## src/rtl/rev_ctrl_pkg.sv

```systemverilog
// Shared state and range-level encodings for the revolution-range sequencer and the range FSM.
package rev_ctrl_pkg;

    typedef enum logic [2:0] {
        IDLE,
        STEP,
        DWELL,
        HOLD,
        OFF,
        ERR
    } rev_state_t;

    localparam logic [1:0] LVL_OFF = 2'b00;
    localparam logic [1:0] LVL_1   = 2'b01;
    localparam logic [1:0] LVL_2   = 2'b10;
    localparam logic [1:0] LVL_3   = 2'b11;

    function automatic int max3(input int a, input int b, input int c);
        int m;
        m = (a > b) ? a : b;
        return (m > c) ? m : c;
    endfunction

endpackage

```

## src/rtl/rev_tmr.sv

```systemverilog
// Loadable down-counter that saturates at zero; shared by the dwell, off and watchdog phases.
// Latency: load takes effect at the next edge; zero is a decode of the count register.
// Backpressure: none; it counts every cycle it is not loaded.
module rev_tmr #(
    parameter int W = 6
) (
    input  logic         clk,
    input  logic         reset_n,
    input  logic         load,
    input  logic [W-1:0] load_val,
    output logic         zero
);

    logic [W-1:0] cnt_q;
    logic [W-1:0] cnt_d;

    always_comb begin
        cnt_d = cnt_q;
        if (load) begin
            cnt_d = load_val;
        end else if (cnt_q != '0) begin
            cnt_d = cnt_q - W'(1);
        end
    end

    always_ff @(posedge clk or negedge reset_n) begin
        if (!reset_n) begin
            cnt_q <= '0;
        end else begin
            cnt_q <= cnt_d;
        end
    end

    assign zero = (cnt_q == '0);

endmodule

```

## src/rtl/rev_ramp_sequencer.sv

```systemverilog
// Ramps the range FSM one confirmed step at a time; downshifts by a forced off phase then a fresh ramp.
// Latency: N*(2+DWELL_CYCLES) cycles for an N-step ramp; a down command adds OFF_CYCLES first.
// Backpressure: cmd_ready only in IDLE/HOLD; REV_RAMP_TIMEOUT_EN adds a per-step watchdog and ERR.
module rev_ramp_sequencer
    import rev_ctrl_pkg::*;
#(
    parameter int DWELL_CYCLES   = 16,
    parameter int OFF_CYCLES     = 4,
    parameter int TIMEOUT_CYCLES = 64
) (
    input  logic       clk,
    input  logic       reset_n,
    input  logic       cmd_valid,
    output logic       cmd_ready,
    input  logic [1:0] cmd_level,
    input  logic [1:0] c_fb,
    input  logic       err_clr,
    output logic       rev_a,
    output logic [1:0] rev_r,
    output logic [1:0] cur_level,
    output logic       busy,
    output logic       done,
    output logic       err
);

    localparam int MAX_CYC = max3(DWELL_CYCLES, OFF_CYCLES, TIMEOUT_CYCLES);
    localparam int CW      = (MAX_CYC > 1) ? $clog2(MAX_CYC) : 1;
    localparam logic [CW-1:0] DWELL_LD = CW'(DWELL_CYCLES - 1);
    localparam logic [CW-1:0] OFF_LD   = CW'(OFF_CYCLES - 1);
`ifdef REV_RAMP_TIMEOUT_EN
    localparam logic [CW-1:0] TMO_LD   = CW'(TIMEOUT_CYCLES - 1);
`endif

    rev_state_t    state_q, state_d;
    logic [1:0]    step_q, step_d;
    logic [1:0]    target_q, target_d;
    logic [1:0]    cur_level_q, cur_level_d;
    logic          done_q, done_d;
    logic          tmr_load;
    logic [CW-1:0] tmr_val;
    logic          tmr_zero;

    rev_tmr #(.W(CW)) u_tmr (
        .clk      (clk),
        .reset_n  (reset_n),
        .load     (tmr_load),
        .load_val (tmr_val),
        .zero     (tmr_zero)
    );

    always_comb begin
        state_d     = state_q;
        step_d      = step_q;
        target_d    = target_q;
        cur_level_d = cur_level_q;
        done_d      = 1'b0;
        tmr_load    = 1'b0;
        tmr_val     = '0;
        case (state_q)
            IDLE: begin
                if (cmd_valid) begin
                    if (cmd_level == LVL_OFF) begin
                        done_d = 1'b1;
                    end else begin
                        target_d = cmd_level;
                        step_d   = LVL_1;
                        state_d  = STEP;
                    end
                end
            end
            STEP: begin
                if (c_fb == step_q) begin
                    cur_level_d = step_q;
                    tmr_load    = 1'b1;
                    tmr_val     = DWELL_LD;
                    state_d     = DWELL;
                end else if (step_q != LVL_1 && c_fb == LVL_OFF) begin
                    // Above range 1 the FSM was already running, so 00 means it lost A.
                    state_d = OFF;
                end
`ifdef REV_RAMP_TIMEOUT_EN
                else if (tmr_zero) begin
                    cur_level_d = LVL_OFF;
                    state_d     = ERR;
                end
`endif
            end
            DWELL: begin
                if (c_fb == LVL_OFF) begin
                    state_d = OFF;
                end else if (tmr_zero) begin
                    if (step_q == target_q) begin
                        done_d  = 1'b1;
                        state_d = HOLD;
                    end else begin
                        step_d  = step_q + 2'd1;
                        state_d = STEP;
                    end
                end
            end
            HOLD: begin
                if (cmd_valid) begin
                    if (cmd_level > cur_level_q) begin
                        target_d = cmd_level;
                        step_d   = cur_level_q + 2'd1;
                        state_d  = STEP;
                    end else if (cmd_level == cur_level_q) begin
                        done_d = 1'b1;
                    end else begin
                        target_d = cmd_level;
                        state_d  = OFF;
                    end
                end else if (c_fb == LVL_OFF) begin
                    state_d = OFF;
                end
            end
            OFF: begin
                if (tmr_zero && c_fb == LVL_OFF) begin
                    if (target_q == LVL_OFF) begin
                        done_d  = 1'b1;
                        state_d = IDLE;
                    end else begin
                        step_d  = LVL_1;
                        state_d = STEP;
                    end
                end
            end
`ifdef REV_RAMP_TIMEOUT_EN
            ERR: begin
                if (err_clr) begin
                    state_d = IDLE;
                end
            end
`endif
            default: state_d = IDLE;
        endcase

        // Every way into OFF (down command, lost A) starts the same off timing.
        if (state_d == OFF && state_q != OFF) begin
            tmr_load    = 1'b1;
            tmr_val     = OFF_LD;
            cur_level_d = LVL_OFF;
        end
`ifdef REV_RAMP_TIMEOUT_EN
        if (state_d == STEP && state_q != STEP) begin
            tmr_load = 1'b1;
            tmr_val  = TMO_LD;
        end
`endif
    end

    always_ff @(posedge clk or negedge reset_n) begin
        if (!reset_n) begin
            state_q     <= IDLE;
            step_q      <= LVL_OFF;
            target_q    <= LVL_OFF;
            cur_level_q <= LVL_OFF;
            done_q      <= 1'b0;
        end else begin
            state_q     <= state_d;
            step_q      <= step_d;
            target_q    <= target_d;
            cur_level_q <= cur_level_d;
            done_q      <= done_d;
        end
    end

    always_comb begin
        rev_a     = 1'b0;
        rev_r     = LVL_OFF;
        cmd_ready = 1'b0;
        busy      = 1'b0;
        case (state_q)
            IDLE: cmd_ready = 1'b1;
            STEP, DWELL: begin
                rev_a = 1'b1;
                rev_r = step_q;
                busy  = 1'b1;
            end
            HOLD: begin
                rev_a     = 1'b1;
                rev_r     = step_q;
                cmd_ready = 1'b1;
            end
            OFF: busy = 1'b1;
            default: ;
        endcase
    end

    assign cur_level = cur_level_q;
    assign done      = done_q;

`ifdef REV_RAMP_TIMEOUT_EN
    assign err = (state_q == ERR);
`else
    assign err = 1'b0;
    logic unused_err_clr;
    assign unused_err_clr = err_clr;
`endif

endmodule
```

## config.mk

```make
export PLATFORM = sky130hd
export DESIGN_NAME = rev_ramp_sequencer
export DESIGN_NICKNAME = d
export VERILOG_FILES = /design/src/rtl/rev_ctrl_pkg.sv /design/src/rtl/rev_tmr.sv /design/src/rtl/rev_ramp_sequencer.sv
export SDC_FILE = /design/constraint.sdc
export NUM_CORES = 1
export LEC_CHECK = 0
export ABC_AREA = 1
export BUFFER_PORTS_ARGS = -buffer_cell sky130_fd_sc_hd__buf_2
export CAP_MARGIN = 25
export CELL_PAD_IN_SITES_DETAIL_PLACEMENT = 0
export CELL_PAD_IN_SITES_GLOBAL_PLACEMENT = 1
export CORE_ASPECT_RATIO = 0.8
export CORE_MARGIN = 5
export CORE_UTILIZATION = 44
export CTS_CLUSTER_SIZE = 40
export DETAILED_ROUTE_END_ITERATION = 8
export GPL_TIMING_DRIVEN = 0
export HOLD_SLACK_MARGIN = 0.05
export PLACE_DENSITY_LB_ADDON = 0.1
export SLEW_MARGIN = 20
export SYNTH_ARGS = -nofsm -noshare
export SYNTH_HDL_FRONTEND = slang
export SYNTH_HIERARCHICAL = 1
export SYNTH_SLANG_ARGS = --single-unit
```

## constraint.sdc

```tcl
create_clock -name clk -period 5.32 [get_ports clk]
set_input_delay 0.798 -clock clk [delete_from_list [all_inputs] [get_ports clk]]
set_output_delay 0.798 -clock clk [all_outputs]
set_load 0.01 [all_outputs]
```

# ---- After elaboration in Yosys (flattened, before gate mapping)
# Index checks and enable logic that the tools add are counted.
dict set report classes {
  n_addsub 3
  order_cmp 1
  eq_ne 20
  n_mux 56
  reduce_logical 20
}
# operator count
set ops {}
lappend ops {{two-way mux 2 bit} 19}
lappend ops {{two-way mux 3 bit} 11}
lappend ops {{two-way mux 6 bit} 3}
lappend ops {{inequality test 2 bit (second input constant)} 9}
lappend ops {{two-way mux 1 bit} 17}
lappend ops {{one-hot mux 3 bit (5 select lines)} 1}
lappend ops {{AND reduction 10 bit} 1}
lappend ops {{two-way mux 4 bit} 2}
lappend ops {{one-hot mux 2 bit (4 select lines)} 1}
lappend ops {{nonzero test 2 bit} 4}
lappend ops {{== test 2 bit} 3}
lappend ops {{== test 3 x 2 -> 1 bit (second input constant)} 2}
lappend ops {{== test 3 bit (second input constant)} 2}
lappend ops {{logical NOT 2 bit} 3}
lappend ops {{logical NOT 6 bit} 1}
lappend ops {{inequality test 3 bit (second input constant)} 2}
lappend ops {{nonzero test 6 bit} 1}
lappend ops {{OR reduction 3 bit} 2}
lappend ops {{subtractor 6 x 1 -> 6 bit (second input constant)} 1}
lappend ops {{AND reduction 5 bit} 1}
lappend ops {{adder 2 x 1 -> 2 bit (second input constant)} 2}
lappend ops {{one-hot mux 1 bit (4 select lines)} 1}
lappend ops {{one-hot mux 2 bit (2 select lines)} 1}
lappend ops {{nonzero test 4 bit} 1}
lappend ops {{7 further kinds} 9}
dict set report totals {
  regBits 16
  output_inout_bits 9
  word_cells 106
}

# ---- Logic depth before layout (Yosys ltp)
dict set report depth {
  ltp_word 9
  depth_mapped 19
  ltp_nobuf 18
}

# ---- Hierarchy
# The synthesis kept the hierarchy.
# mod instances cells_each area_each_um2 seq_area_each_um2
set modules_own_cells {}
lappend modules_own_cells {rev_ramp_sequencer 1 143 953.4 250.2}
lappend modules_own_cells {rev_tmr 1 55 412.9 150.1}

# ---- Worst setup path after synthesis
# No wires, ideal clock.
dict set report synth_path {
  path_type {register to register}
  start {register u_tmr.cnt_q[0]}
  end {register u_tmr.cnt_q[0]}
  arrival_ns 2.106
  slack_ns 3.089
  path_stages_with_launch 19
  n_path_buf 1
  period_less_slack_ns 2.231
  cell_sequence {dfrtp_1 inv_1 ha_1 inv_1 nor2_4 nand3_2 inv_1 inv_1 nor2_1 nor2_2 nor2_4 nand3_2 nand2_2 nand2_1 buf_4 inv_1 nand4_2 nand2_1 o21ai_1}
}
dict set report synth_between {
  elab_chain_len 8
}
# element line
set synth_rtl {}
lappend synth_rtl {{start, declared} rev_tmr.sv:14} ;# logic [W-1:0] cnt_q;
lappend synth_rtl {{start signal, assigned} rev_tmr.sv:30} ;# cnt_q <= cnt_d;
lappend synth_rtl {{logical NOT 6 bit (*)} rev_tmr.sv:34} ;# assign zero = (cnt_q == '0);
lappend synth_rtl {{net tmr_zero} rev_ramp_sequencer.sv:41} ;# logic tmr_zero;
lappend synth_rtl {{two-way mux 3 bit / logical AND 1 bit (equally long branches)} {rev_ramp_sequencer.sv:91, rev_ramp_sequencer.sv:118}}
lappend synth_rtl {{two-way mux 3 bit (on tied branches)} {rev_ramp_sequencer.sv:89, rev_ramp_sequencer.sv:118}}
lappend synth_rtl {{one-hot mux 3 bit (5 select lines) (*)} rev_ramp_sequencer.sv:59} ;# case (state_q)
lappend synth_rtl {{net state_d[2]} rev_ramp_sequencer.sv:34} ;# rev_state_t state_q, state_d;
lappend synth_rtl {{== test 3 bit (*)} rev_ramp_sequencer.sv:139} ;# if (state_d == OFF && state_q != OFF) begin
lappend synth_rtl {{logical AND 1 bit (*)} rev_ramp_sequencer.sv:139}
lappend synth_rtl {{two-way mux 1 bit (*)} rev_ramp_sequencer.sv:139}
lappend synth_rtl {{net tmr_load} rev_ramp_sequencer.sv:39} ;# logic tmr_load;
lappend synth_rtl {{two-way mux 6 bit / nonzero test 2 bit (equally long branches)} n/a}
# The timed path passes the listed nets; every way through them passes the cells marked *. The select of a mux whose other input is x is not followed.
# A chain may end at the register's enable or synchronous reset.

# ---- Worst setup path in the final report
# Ends and elaborated chain as after synthesis.

==> summary.txt <==
Setup TNS: 0 ns
Fmax achieved: 385.1 MHz
Die width: 72.30 um
First-pass GRT wire length: 5.430 mm
Hold Violations, Final: 0
Post-CTS Setup Bufs: 0
Power per cell area: 618.8 nW/um^2
Storage cell area: 400.4 sq um
Total power: 0.9585 mW
CP Capture Type: flip-flop
CP startpoint: u_tmr/cnt_q[0]
Post-CTS Hold Fix Bufs: 0
Fin. max-slew vios: 0
Fin crit share: 48.81%
CTS tree: built
RSZ-0062 raised after global routing: no
Wire per inst: 12.25 um
CORE AREA: 3040 sq um
Worst skew pair latency: 0.25 ns
Synth top area share: 29.30%
Antenna fix cells: 0
Number of port buffers: 14
Most frequent cell after synthesis: nand2_1
Routed vias: 1297
H-tree lvl count: 1
Clock-pin slew of the registers on the worst-case setup and hold paths: 0.06 ns
Reg2reg path depth: 18
Synth area leaders: dfrtp_1 29%, nand2_1 16%, nand3_1 5.9%
Cts bufs inserted: 3
Io pins: 17
Total grt overflow: 0
Min cycle time layout: 2.597 ns
Avg Synthesized Cell Area: 6.901 sq um
Ys async rst share: 100.0%
Number of synthesized flops with an enable pin: 0
Mapped cell area: 1366 sq um
LEAKAGE: 0.8136 nW
Drt drc: 0
Initial antenna violation count: 0
Initial DRC Count: 84
Ys Warns: 6
Synth Instances: 198
Die area: 4326 sq um
Multi-input logic area: 845.8 sq um
Peak VDD IR: 0.0003059 V
Total track usage: 16.10%
FF-to-FF End: u_tmr/cnt_q[0]
Clk_skew: 0.002632 ns
DR pass1 iterations: 4
CP endpoint: u_tmr/cnt_q[0]
Final setup viols: 0
CP max FO: 9
Top FF cell, synth: dfrtp_1
Initial Util: 44.94%
Layout cells sized above 1: 25.69%
Clk buf depth: 2
Worst reg2reg startpoint: u_tmr/cnt_q[0]
Filler instances: 337
Area growth from synthesis to layout: 13.37%
Crit path launch type: flip-flop
Vias in the first global route: 1163
Post_cts resized: 0
Worst Hold Class: in -> async
Root Driver: clkbuf_8
FF-to-FF setup slack: 2.72 ns
Antenna Nets Post-Route: 0
Count of different cell masters after synthesis: 29
DP HPWL: 2.620 mm
WP data required: 5.45 ns
Synthesized flop and latch total: 16
Largest net degree at the start of global routing: 17
Vias per inst: 5.027
Register area share after synthesis: 29.30%
Max Cap Viol: 0
Worst Path Class, Setup: reg -> reg
CP Data Arrival Time: 2.72 ns
Post-synth top area cell: dfrtp_1
Commonest cells in the netlist: 60 x nand2_1, 19 x inv_1, 16 x dfrtp_1, 16 x nand3_1, 13 x nor2_1
Die Y: 59.84 um
Placer Congestion: 0.8087
Row count: 18
CTS sink count: 16
Final #Nets: 231
Post-Route WL: 3.161 mm
Status: finished clean
-- registers in the layout, summed over array words and instances (netlist names) --
register     count
state_q          3
target_q         2
cur_level        2
done             1
step_q           2
u_tmr/cnt_q      6
-- critical path, cell delays in order (launching register included) --
cell and delay, ns:
dfrtp_1 0.37, inv_1 0.20, ha_1 0.20, inv_1 0.06
nor2_4 0.10, nand3_2 0.08, inv_1 0.12, inv_1 0.07
nor2_1 0.26, nor2_2 0.08, nor2_4 0.11, nand3_2 0.10
nand2_2 0.08, nand2_1 0.08, buf_4 0.17, inv_1 0.09
nand4_2 0.15, nand2_1 0.08, o21ai_1 0.06
-- where the power goes --
group	leakage, nW	switching [mW]	internal [mW]
Clock	0.0288	0.0412	0.0656
Combinational	0.581	0.381	0.226
Sequential	0.204	0.0664	0.178
-- through the flow --
step / setup slack [ns] / hold slack (ns) / utilization [%] / cells / cell area [sq um]
after floorplan: 3.089 / 0.4999 / - / 200 / 1374
after global placement: 2.762 / 0.5392 / 49.14 / 254 / 1494
after detailed placement: 2.742 / 0.5486 / 49.14 / 254 / 1494
after CTS: 2.729 / 0.4677 / 50.95 / 258 / 1549
after global routing: 2.436 / 0.4858 / 50.95 / 258 / 1549
final: 2.723 / 0.4612 / 50.95 / 258 / 1549
-- kinds of logic (layout without fill, tap and decap cells) --
kind of cell               count (synthesis)  in the layout  synth area share [%]
and+or+nand+nor                          126            126                 47.53
xor gates and xnor gates                   4              4                 2.565
adders and majority gates                  4              4                 3.663
buffers and inverters                     29             47                 9.340
other                                      1              3                0.2745
AOI/OAI and AO/OA                         18             18                 7.326
DFF                                       16             16                 29.30
-- how the worst min path moves through the flow --
stage               cells past startpoint      startpoint              to
finish                                  1         reset_n     target_q[1]
global route                            1         reset_n     target_q[1]
CTS                                     1         reset_n     target_q[1]
detailed placement                      2     target_q[1]     target_q[1]
global placement                        4  u_tmr/cnt_q[5]  u_tmr/cnt_q[5]
floorplan                               0         reset_n    cur_level[0]
-- layout by cell type (no fill, tap or decap), drive strengths merged --
| master | Yosys | final |
|---|---|---|
| inv | 25 | 25 |
| a31oi | 1 | 1 |
| nand3 | 19 | 19 |
| a21oi | 2 | 2 |
| dfrtp | 16 | 16 |
| conb | 1 | 3 |
| nor2 | 25 | 25 |
| o211ai | 2 | 2 |
| clkbuf | 0 | 4 |
| nor3b | 1 | 1 |
| ha | 4 | 4 |
| o21ai | 13 | 13 |
| nand2 | 70 | 70 |
| xnor2 | 3 | 3 |
| nor3 | 3 | 3 |
| nand3b | 4 | 4 |
| nand4 | 4 | 4 |
| buf | 4 | 18 |
| xor2 | 1 | 1 |
-- metal layers --
| layer | vias up | part of all wire, % | track usage (%) | wire length [um] |
|---|---|---|---|---|
| met3 | 2 | 4.9 | 3.697 | 155 |
| met4 | 0 | 0.35 | 1.877 | 11 |
| li1 | 669 | - | - | - |
| met1 | 602 | 53 | 23.90 | 1682 |
| met2 | 24 | 41 | 24.38 | 1311 |
| met5 | - | 0 | 0 | 0 |
-- layout make-up --
cell class                 count  share of cell area, %
buffer                         4                  2.181
timing repair buffer          14                  4.523
clock buffer                   4                  3.554
sequential                    16                  25.85
multi-input combinational    155                  54.60
tap                           40                  3.231
inverter                      25                  6.058
(Power assumes the default switching activity.)
